<file path="src/rtl/pipelined_ripple_adder.sv">
`default_nettype none
// ============================================================================
// Module   : pipelined_ripple_adder
// Brief    : WIDTH-bit add/subtract split into STAGES registered ripple slices
//            with a valid/ready handshake and global stall.
//            Optional signed-overflow output enabled by PIPE_ADDER_OVF_EN.
// Revision : 1.0 - initial release
// ============================================================================
module pipelined_ripple_adder #(
    parameter int WIDTH  = 16,
    parameter int STAGES = 4
) (
    input  logic             clk,
    input  logic             rst_n,
    input  logic             in_valid,
    output logic             in_ready,
    input  logic [WIDTH-1:0] a,
    input  logic [WIDTH-1:0] b,
    input  logic             cin,
    input  logic             sub,
    output logic             out_valid,
    input  logic             out_ready,
    output logic [WIDTH-1:0] sum,
    output logic             cout
`ifdef PIPE_ADDER_OVF_EN
    ,
    output logic             ovf
`endif
);
    localparam int C_SW = WIDTH / STAGES;

    logic [WIDTH-1:0]  a_q [STAGES];
    logic [WIDTH-1:0]  b_q [STAGES];
    logic [WIDTH-1:0]  s_q [STAGES];
    logic [STAGES-1:0] c_q;
    logic [STAGES-1:0] v_q;

    logic [WIDTH-1:0]  w_a_in  [STAGES];
    logic [WIDTH-1:0]  w_b_in  [STAGES];
    logic [WIDTH-1:0]  w_s_in  [STAGES];
    logic [C_SW:0]     w_slice [STAGES];
    logic [WIDTH-1:0]  s_d     [STAGES];
    logic [STAGES-1:0] w_c_in;
    logic [STAGES-1:0] w_v_in;
    logic [STAGES-1:0] c_d;
    logic              w_adv;
    logic              w_unused_ops;

    always_comb begin
        w_adv     = !v_q[STAGES-1] || out_ready;
        // Stage 0 takes the raw operation; b is inverted up front for subtract.
        w_a_in[0] = a;
        w_b_in[0] = sub ? ~b : b;
        w_s_in[0] = '0;
        w_c_in[0] = sub | cin;
        w_v_in[0] = in_valid;
        for (int k = 1; k < STAGES; k++) begin
            w_a_in[k] = a_q[k-1];
            w_b_in[k] = b_q[k-1];
            w_s_in[k] = s_q[k-1];
            w_c_in[k] = c_q[k-1];
            w_v_in[k] = v_q[k-1];
        end
        for (int k = 0; k < STAGES; k++) begin
            w_slice[k] = {1'b0, w_a_in[k][k*C_SW +: C_SW]}
                       + {1'b0, w_b_in[k][k*C_SW +: C_SW]}
                       + {{C_SW{1'b0}}, w_c_in[k]};
            s_d[k]                    = w_s_in[k];
            s_d[k][k*C_SW +: C_SW]    = w_slice[k][C_SW-1:0];
            c_d[k]                    = w_slice[k][C_SW];
        end
    end

`ifdef PIPE_ADDER_OVF_EN
    logic ovf_q;
    logic ovf_d;

    assign ovf_d = (w_a_in[STAGES-1][WIDTH-1] == w_b_in[STAGES-1][WIDTH-1])
                && (s_d[STAGES-1][WIDTH-1] != w_a_in[STAGES-1][WIDTH-1]);
    assign ovf   = ovf_q;
`endif

    always_ff @(posedge clk) begin
        if (!rst_n) begin
            v_q <= '0;
            c_q <= '0;
            for (int k = 0; k < STAGES; k++) begin
                a_q[k] <= '0;
                b_q[k] <= '0;
                s_q[k] <= '0;
            end
`ifdef PIPE_ADDER_OVF_EN
            ovf_q <= 1'b0;
`endif
        end else if (w_adv) begin
            v_q <= w_v_in;
            c_q <= c_d;
            for (int k = 0; k < STAGES; k++) begin
                a_q[k] <= w_a_in[k];
                b_q[k] <= w_b_in[k];
                s_q[k] <= s_d[k];
            end
`ifdef PIPE_ADDER_OVF_EN
            ovf_q <= ovf_d;
`endif
        end
    end

    // Operands leaving the final slice have no consumer.
    assign w_unused_ops = ^{a_q[STAGES-1], b_q[STAGES-1]};

    assign in_ready  = w_adv && rst_n;
    assign out_valid = v_q[STAGES-1];
    assign sum       = s_q[STAGES-1];
    assign cout      = c_q[STAGES-1];

endmodule
`default_nettype wire

</file>
<file path="config.mk">
export PLATFORM = sky130hd
export DESIGN_NAME = pipelined_ripple_adder
export DESIGN_NICKNAME = d
export VERILOG_FILES = /design/src/rtl/pipelined_ripple_adder.sv
export SDC_FILE = /design/constraint.sdc
export NUM_CORES = 1
export LEC_CHECK = 0
export ABC_AREA = 1
export CAP_MARGIN = 10
export CORE_ASPECT_RATIO = 1.4
export CORE_MARGIN = 2
export CORE_UTILIZATION = 40
export CTS_CLUSTER_DIAMETER = 30
export DETAILED_ROUTE_END_ITERATION = 6
export HOLD_SLACK_MARGIN = 0.06
export PLACE_DENSITY_LB_ADDON = 0.2
export SETUP_SLACK_MARGIN = 0.02
export SLEW_MARGIN = 20
export SYNTH_ARGS = -nofsm -noshare
export SYNTH_HDL_FRONTEND = slang
export SYNTH_SLANG_ARGS = --single-unit
export TNS_END_PERCENT = 50
</file>
<file path="constraint.sdc">
create_clock -name clk -period 8.7 [get_ports clk]
set_input_delay 1.74 -clock clk [delete_from_list [all_inputs] [get_ports clk]]
set_output_delay 1.74 -clock clk [all_outputs]
set_load 0.03 [all_outputs]
</file>
# Word level (Yosys, flattened, before mapping)
# Memory sizes are Yosys's and may differ from the RTL's.
# Index checks and enable logic that the tools add are counted.
dict set report op_classes {
  addsub 8
  mux 17
  bitwise_logic 14
  reduce_logical 3
}
# operator count
set ops {}
lappend ops {{$mux W16} 13}
lappend ops {{$add A4 B4 Y5} 4}
lappend ops {{$add A5 B1 Y5} 4}
lappend ops {{$not A16 Y16} 1}
lappend ops {{$or A1 B1 Y1} 13}
lappend ops {{$mux W1} 4}
lappend ops {{$logic_and A1 B1 Y1} 1}
lappend ops {{$logic_not A1 Y1} 1}
lappend ops {{$logic_or A1 B1 Y1} 1}
dict set report word_totals {
  ff_bits 8
  mem_bits_rw 192
  inputBits 38
  out_inout_bits 19
  wordCells 47
  memories 3
}
# name depth width read_ports rd_ports_with_merged_regs write_ports line_no
set memory_table {}
lappend memory_table {a_q 4 16 3 0 4 32} ;# logic [WIDTH-1:0] a_q [STAGES];
lappend memory_table {b_q 4 16 3 0 4 33} ;# logic [WIDTH-1:0] b_q [STAGES];
lappend memory_table {s_q 4 16 4 0 4 34} ;# logic [WIDTH-1:0] s_q [STAGES];

# Depth between registers and ports, before layout
# Gate-level depths: netlist of the first run.
dict set report logic_depth {
  depth_word 6
  depth_mapped 9
  mapped_depth_nobuf 8
}

# Least setup slack after synthesis of the first run
# Ideal clock, no wire load.
dict set report synth_path {
  kind {input to register}
  start {input out_ready}
  end {memory a_q[0][10] (enable)}
  arrival_time_ns 3.886
  required_time_ns 8.248
  path_slack_ns 4.362
  stages 4
  n_path_buf 0
  cell_sequence {inv_1 nand2_2 inv_1 nand2_1}
}
# item line_no
set synth_lines {}
lappend synth_lines {{start: declaration} 22} ;# input logic out_ready,
lappend synth_lines {{end: declaration} 32}

# Worst setup path after layout of the first run
dict set report layout_path {
  start {input rst_n}
  end {output in_ready}
}
dict set report layout_via {
  elab_chain_cells 1
}
# item line_no
set layout_lines {}
lappend layout_lines {{start: declaration} 14} ;# input logic rst_n,
lappend layout_lines {{$logic_and A1 B1 Y1} 112} ;# assign in_ready = w_adv && rst_n;
lappend layout_lines {{end: declaration} 16} ;# output logic in_ready,
# No other way between the ends.

==> impl_metrics.tcl, run 1 <==
set metrics [dict create \
    finalClockSkew_ns 0.01043 \
    hold_viol 0 \
    die_x_um 95.38 \
    core_um2 11340 \
    cts.path.max_buffers 2 \
    first_iter_violations 121 \
    max_freq_ghz 0.1650 \
    final_area_um2 5627 \
    rsz0062_at_grt "no" \
    grt_start_max_net_pins 93 \
    wl_um 6095 \
    avgSynthCellArea_um2 11.99 \
    period_share_pct 69.66 \
    antenna_left 0 \
    worstSkewPairLatency_ns 0.34 \
    slew_violations 0 \
    p_leak_nw 2.299 \
    drive_above_1_share_pct 14.19 \
    yosysUniqueCellTypes 21 \
    io_buffers 56 \
    grt_pass1_wl_um 10740 \
    vias_per_cell 4.205 \
    holdCritStartpoint "v_q[2]$_SDFFE_PN0P_" \
    cts_tree "done" \
    post-cts-setup-buffers 0 \
    post-route-drc-count 0 \
    critPathLaunchType "input pin" \
    hpwl_um 4040 \
    worstRegToRegCells 5 \
    root_buffer "clkbuf_16" \
    cts_resized 0 \
    crit_fanout 87 \
    wire_per_inst_um 10.24 \
    ys_ff_latch 96 \
    cts_max_level 3 \
    worstPathRequired_ns 6.96 \
    powerDensity_nw_per_um2 193.8 \
    placed_area_um2 5295 \
    pre_cts_ws_ns 2.642 \
    yosys.area.top_type "edfxtp_1" \
    yosysTopAreaCellShare_pct 56.52 \
    end_kind "output pin" \
    cts_hold_buf 0 \
    antenna_found_initial 0 \
    worstSetupPathType "input pin to output pin" \
    maxCapViolCount 0 \
    grt_use_total_pct 11.01 \
    syn_area_um2 4676 \
    outcome "finished, final reports clean" \
    arrival_ns 4.32 \
    firstDrtPassIters 4 \
    die_h_um 131.9 \
    area_growth_pct 20.34 \
    dieArea_um2 12580 \
    synthFlopType "edfxtp_1" \
    diodes 0 \
    min_to "v_q[3]$_SDFFE_PN0P_" \
    reg2reg_from "v_q[3]$_SDFFE_PN0P_" \
    grt-ovfl-total 0 \
    async_flop_share_pct 0 \
    rows 46 \
    cts.sinks 96 \
    min_period_ns 6.061 \
    ff2ff_setup_slack_ns 6.83 \
    synth.net_count 448 \
    yosysSeqAreaShare_pct 59.94 \
    grt_pass1_vias 2452 \
    setup_viol 0 \
    relSlewSlack_pct 36.53 \
    tightest_slew_ns 0.9520 \
    vias 2502 \
    hp-class "flop to flop" \
    io_pins 57 \
    syn_inst 390 \
    fin_setup_tns_ns 0 \
    synth_edf_count 88 \
    ir_worst_vdd_uv 94.43 \
    synth_area_leaders "edfxtp_1 (57%), nor2_4 (9.6%), inv_1 (7.0%)" \
    yosysWarnings 0 \
    cts_buffers 9 \
    layout_setup_ws_ns 2.639 \
    clk_pin_slew_ns 0.07 \
    place_congestion 0.7951 \
    reg2reg_to "s_q[2][11]$_SDFFCE_PN0P_" \
    fin_nets 504 \
    whs_path_depth 2 \
    start_util_pct 41.24 \
]
==> cells by family (layout without fill, tap and decap cells) <==
| group | count (synthesis) | count (layout) | share of synthesized area (%) |
|---|---|---|---|
| AO/OA/AOI/OAI | 15 | 15 | 1.659 |
| AND/OR/NAND/NOR | 143 | 143 | 18.60 |
| flip-flops | 96 | 96 | 59.94 |
| adder cells (fa/ha/maj) | 20 | 20 | 6.636 |
| XOR/XNOR | 16 | 16 | 2.997 |
| buffers and inverters | 100 | 161 | 10.17 |
==> cells in the final DEF (no fill, tap or decap), drive strengths merged <==
cell | Yosys | layout
o22ai | 2 | 2
nor2 | 88 | 88
xnor2 | 12 | 12
inv | 88 | 90
clkinvlp | 0 | 3
o21ai | 1 | 1
or2 | 3 | 3
xor2 | 4 | 4
a21oi | 12 | 12
dfxtp | 8 | 8
ha | 12 | 12
edfxtp | 88 | 88
bufinv | 0 | 1
buf | 12 | 1
nand3 | 12 | 12
clkdlybuf4s50 | 0 | 56
clkbuf | 0 | 10
nand2 | 40 | 40
fa | 8 | 8
==> area by class of cell <==
type,instances,area [um2]
fillers,1024,5712
clock buffers,10,250.2
well taps,144,180.2
clock inverters,6,72.57
repair buffers,57,568.0
flip-flops and latches,96,2803
inverters,88,330.3
multi-input cells,194,1423
==> power breakdown <==
part	internal, mW	switching (mW)	total (mW)	leakage [nW]
clock network	0.243	0.170	0.413	0.148
registers	0.538	0.00969	0.547	1.11
logic	0.0582	0.0721	0.130	1.04
total	0.839	0.252	1.09	2.30
==> state kept, by name, summed over array words and instances (netlist names) <==
name and cells:
a_q 24, s_q 40, b_q 24, v_q 4
c_q 4
==> per-layer routing <==
layer | vias to the layer above | share of wire (%) | GRT usage (%)
met5 | - | 0 | 0
met4 | 0 | 2.5 | 6.349
met3 | 11 | 3.9 | 2.459
met2 | 45 | 54 | 18.94
met1 | 1122 | 40 | 12.22
li1 | 1324 | - | -
==> critical path: stages <==
cell             delay [ns]
clkdlybuf4s50_1        0.82
nand2_8                0.58
inv_2                  0.43
clkdlybuf4s50_1        0.73
==> stage by stage <==
stage                     total power, mW  std cells  util, %  hold slack, ns
after CTS                           1.102        595    49.55          0.4464
after floorplan                    0.6543        390        -          0.4225
after global placement             0.6860        579    46.70          0.4313
after detailed placement           0.6896        579    46.70          0.4354
final                               1.090        595    49.62          0.4456
after global routing                1.135        595    49.62          0.4939
==> cells in the mapped netlist, types with 2 or more instances <==
cell / count
nand2_1: 38
edfxtp_1: 88
inv_1: 87
xnor2_1: 12
nor2_4: 40
or2_2: 3
xor2_1: 4
dfxtp_1: 8
ha_1: 12
o22ai_1: 2
nor2_1: 48
nand3_1: 12
buf_2: 4
fa_1: 8
buf_6: 4
buf_12: 4
a21oi_1: 12
==> worst max-delay path by stage <==
stage | startpoint | to | slack [ns] | cells past startpoint
global placement | rst_n | in_ready | 2.70 | 4
detailed placement | rst_n | in_ready | 2.64 | 4
finish | rst_n | in_ready | 2.64 | 4
global route | rst_n | in_ready | 2.47 | 4
floorplan | out_ready | a_q[0][10]$_SDFFCE_PN0P_ | 4.36 | 4
CTS | rst_n | in_ready | 2.64 | 4
Power figures use the tool's default switching activity.
==> run 2, diff against run 1 <==
==> constraint.sdc (replaced) <==
create_clock -name clk -period 4.95 [get_ports clk]
set_input_delay 0.99 -clock clk [delete_from_list [all_inputs] [get_ports clk]]
set_output_delay 0.99 -clock clk [all_outputs]
set_load 0.03 [all_outputs]
==> impl_metrics.tcl, run 2 (synthesis gave the netlist of run 1 again) <==
set metrics [dict create \
    outcome "finished, final reports clean" \
    finalPower_mw 1.883 \
    min_to "v_q[3]$_SDFFE_PN0P_" \
    dieArea_um2 12580 \
    antenna_found_initial 0 \
    firstDrtPassIters 4 \
    core_um2 11340 \
    cp_top_family "buffers and inverters" \
    crit_chain "clkdlybuf4s50_1 > nand2_8 > inv_2 > clkdlybuf4s50_1" \
    path_buf_inv 3 \
    max_freq_ghz 0.2469 \
    clk_pin_slew_ns 0.07 \
    cts_buffers 9 \
    finalClockSkew_ns 0.006978 \
    vias 2520 \
    fin_setup_tns_ns 0 \
    slew_violations 0 \
    grt_pass1_wl_um 10790 \
    cts.sinks 96 \
    post-cts-setup-buffers 0 \
    critPathLaunchType "input pin" \
    tightest_slew_ns 1.052 \
    die_h_um 131.9 \
    cts_tree "done" \
    wl_um 6135 \
    setup_viol 0 \
    placed_cells 580 \
    rows 46 \
    worstSetupPathType "input pin to output pin" \
    ff2ff_setup_slack_ns 2.89 \
    worstSkewPairLatency_ns 0.34 \
    first_iter_violations 101 \
    cts_resized 0 \
    hp-class "flop to flop" \
    crit_fanout 33 \
    cts_hold_buf 0 \
    wire_per_inst_um 10.29 \
    rsz0062_at_grt "no" \
    powerDensity_nw_per_um2 335.3 \
    io_pins 57 \
    grt_start_max_net_pins 93 \
    period_share_pct 81.81 \
    whs_path_depth 2 \
    holdCritStartpoint "v_q[2]$_SDFFE_PN0P_" \
    grt_pass1_vias 2494 \
    relSlewSlack_pct 29.87 \
    reg2reg_from "v_q[3]$_SDFFE_PN0P_" \
    grt_use_total_pct 11.13 \
    cts.path.max_buffers 2 \
    critPathSlowestCell "clkdlybuf4s50_1" \
    cts_max_level 3 \
    reg_top3 "s_q: 40 flops, a_q: 24 flops, b_q: 24 flops" \
    ir_worst_vdd_uv 172.8 \
    end_kind "output pin" \
    diodes 0 \
    fillers 1028 \
    place_congestion 0.7422 \
    largest_register_ffs 40 \
    io_buffers 56 \
    start_util_pct 41.24 \
    cpPeakStageDelay_ns 0.80 \
    reg2reg_to "b_q[0][10]$_SDFFCE_PN0P_" \
    grt-ovfl-total 0 \
    final_common_cell "edfxtp_1" \
    top_register "s_q" \
    area_growth_pct 20.15 \
    root_buffer "clkbuf_16" \
    antenna_left 0 \
    worstPathRequired_ns 3.96 \
    final_cell_mix "edfxtp_1 (88), inv_1 (87), clkdlybuf4s50_1 (56), nor2_1 (48), nor2_4 (40)" \
    drive_above_1_share_pct 14.38 \
    min_period_ns 4.050 \
    worstRegToRegCells 4 \
    fin_nets 505 \
    fin_cells 596 \
    arrival_ns 3.06 \
    post-route-drc-count 0 \
    die_x_um 95.38 \
    maxCapViolCount 0 \
    hold_viol 0 \
    crit_top_cell "clkdlybuf4s50_1" \
    p_leak_nw 2.295 \
    vias_per_cell 4.228 \
    hpwl_um 4183 \
]
[run 2: changes by cell type in the layout (fill, tap and decap cells not counted)]
cell	change
inv_6	-1
clkinv_4	+2
buf_4	+1
clkbuf_16	-1
[run 2: layer usage]
layer  vias to the layer above  track usage [%]  wire, um
met5                         -                0         0
met4                         0            6.190       178
met3                        12            2.573       242
met2                        52            19.80      3249
met1                      1128            11.79      2465
li1                       1328                -         -
[run 2: through the flow]
stage / util [%] / cell area, um2 / hold WS [ns] / setup slack, ns
final: 49.55 / 5618 / 0.4463 / 0.9004
after global routing: 49.55 / 5618 / 0.4782 / 0.7956
after CTS: 49.47 / 5609 / 0.4551 / 0.9455
after detailed placement: 46.77 / 5303 / 0.4455 / 0.9575
after global placement: 46.77 / 5303 / 0.4318 / 0.9637
after floorplan: - / 4676 / 0.4225 / 1.362
[run 2: worst max-delay path by stage]
stage	start	to	slack (ns)	depth (start not counted)
5_1_grt	rst_n	in_ready	0.80	4
2_1_floorplan	out_ready	a_q[0][10]$_SDFFCE_PN0P_	1.36	4
3_3_place_gp	rst_n	in_ready	0.96	4
3_5_place_dp	rst_n	in_ready	0.96	4
6_report	rst_n	in_ready	0.90	4
4_1_cts	rst_n	in_ready	0.95	4
[run 2: power breakdown]
| part | switching (mW) | internal (mW) |
|---|---|---|
| Sequential | 0.0168 | 0.945 |
| Clock | 0.295 | 0.396 |
| Combinational | 0.127 | 0.103 |
[run 2: layout make-up]
cell class              count  area (um2)  area share (%)
flip-flops and latches     96        2803           49.89
multi-input cells         194        1423           25.32
repair buffers             58       575.6           10.24
inverters                  88       330.3           5.880
clock buffers               9       225.2           4.009
well taps                 144       180.2           3.207
clock inverters             7       81.33           1.448
[run 2: worst register-to-register path, delay by kind of cell, from the launching register on]
kind                   cells  cell delay, ns
buffers and inverters      1            0.89
DFF                        1            0.34
and+or+nand+nor            3            0.54
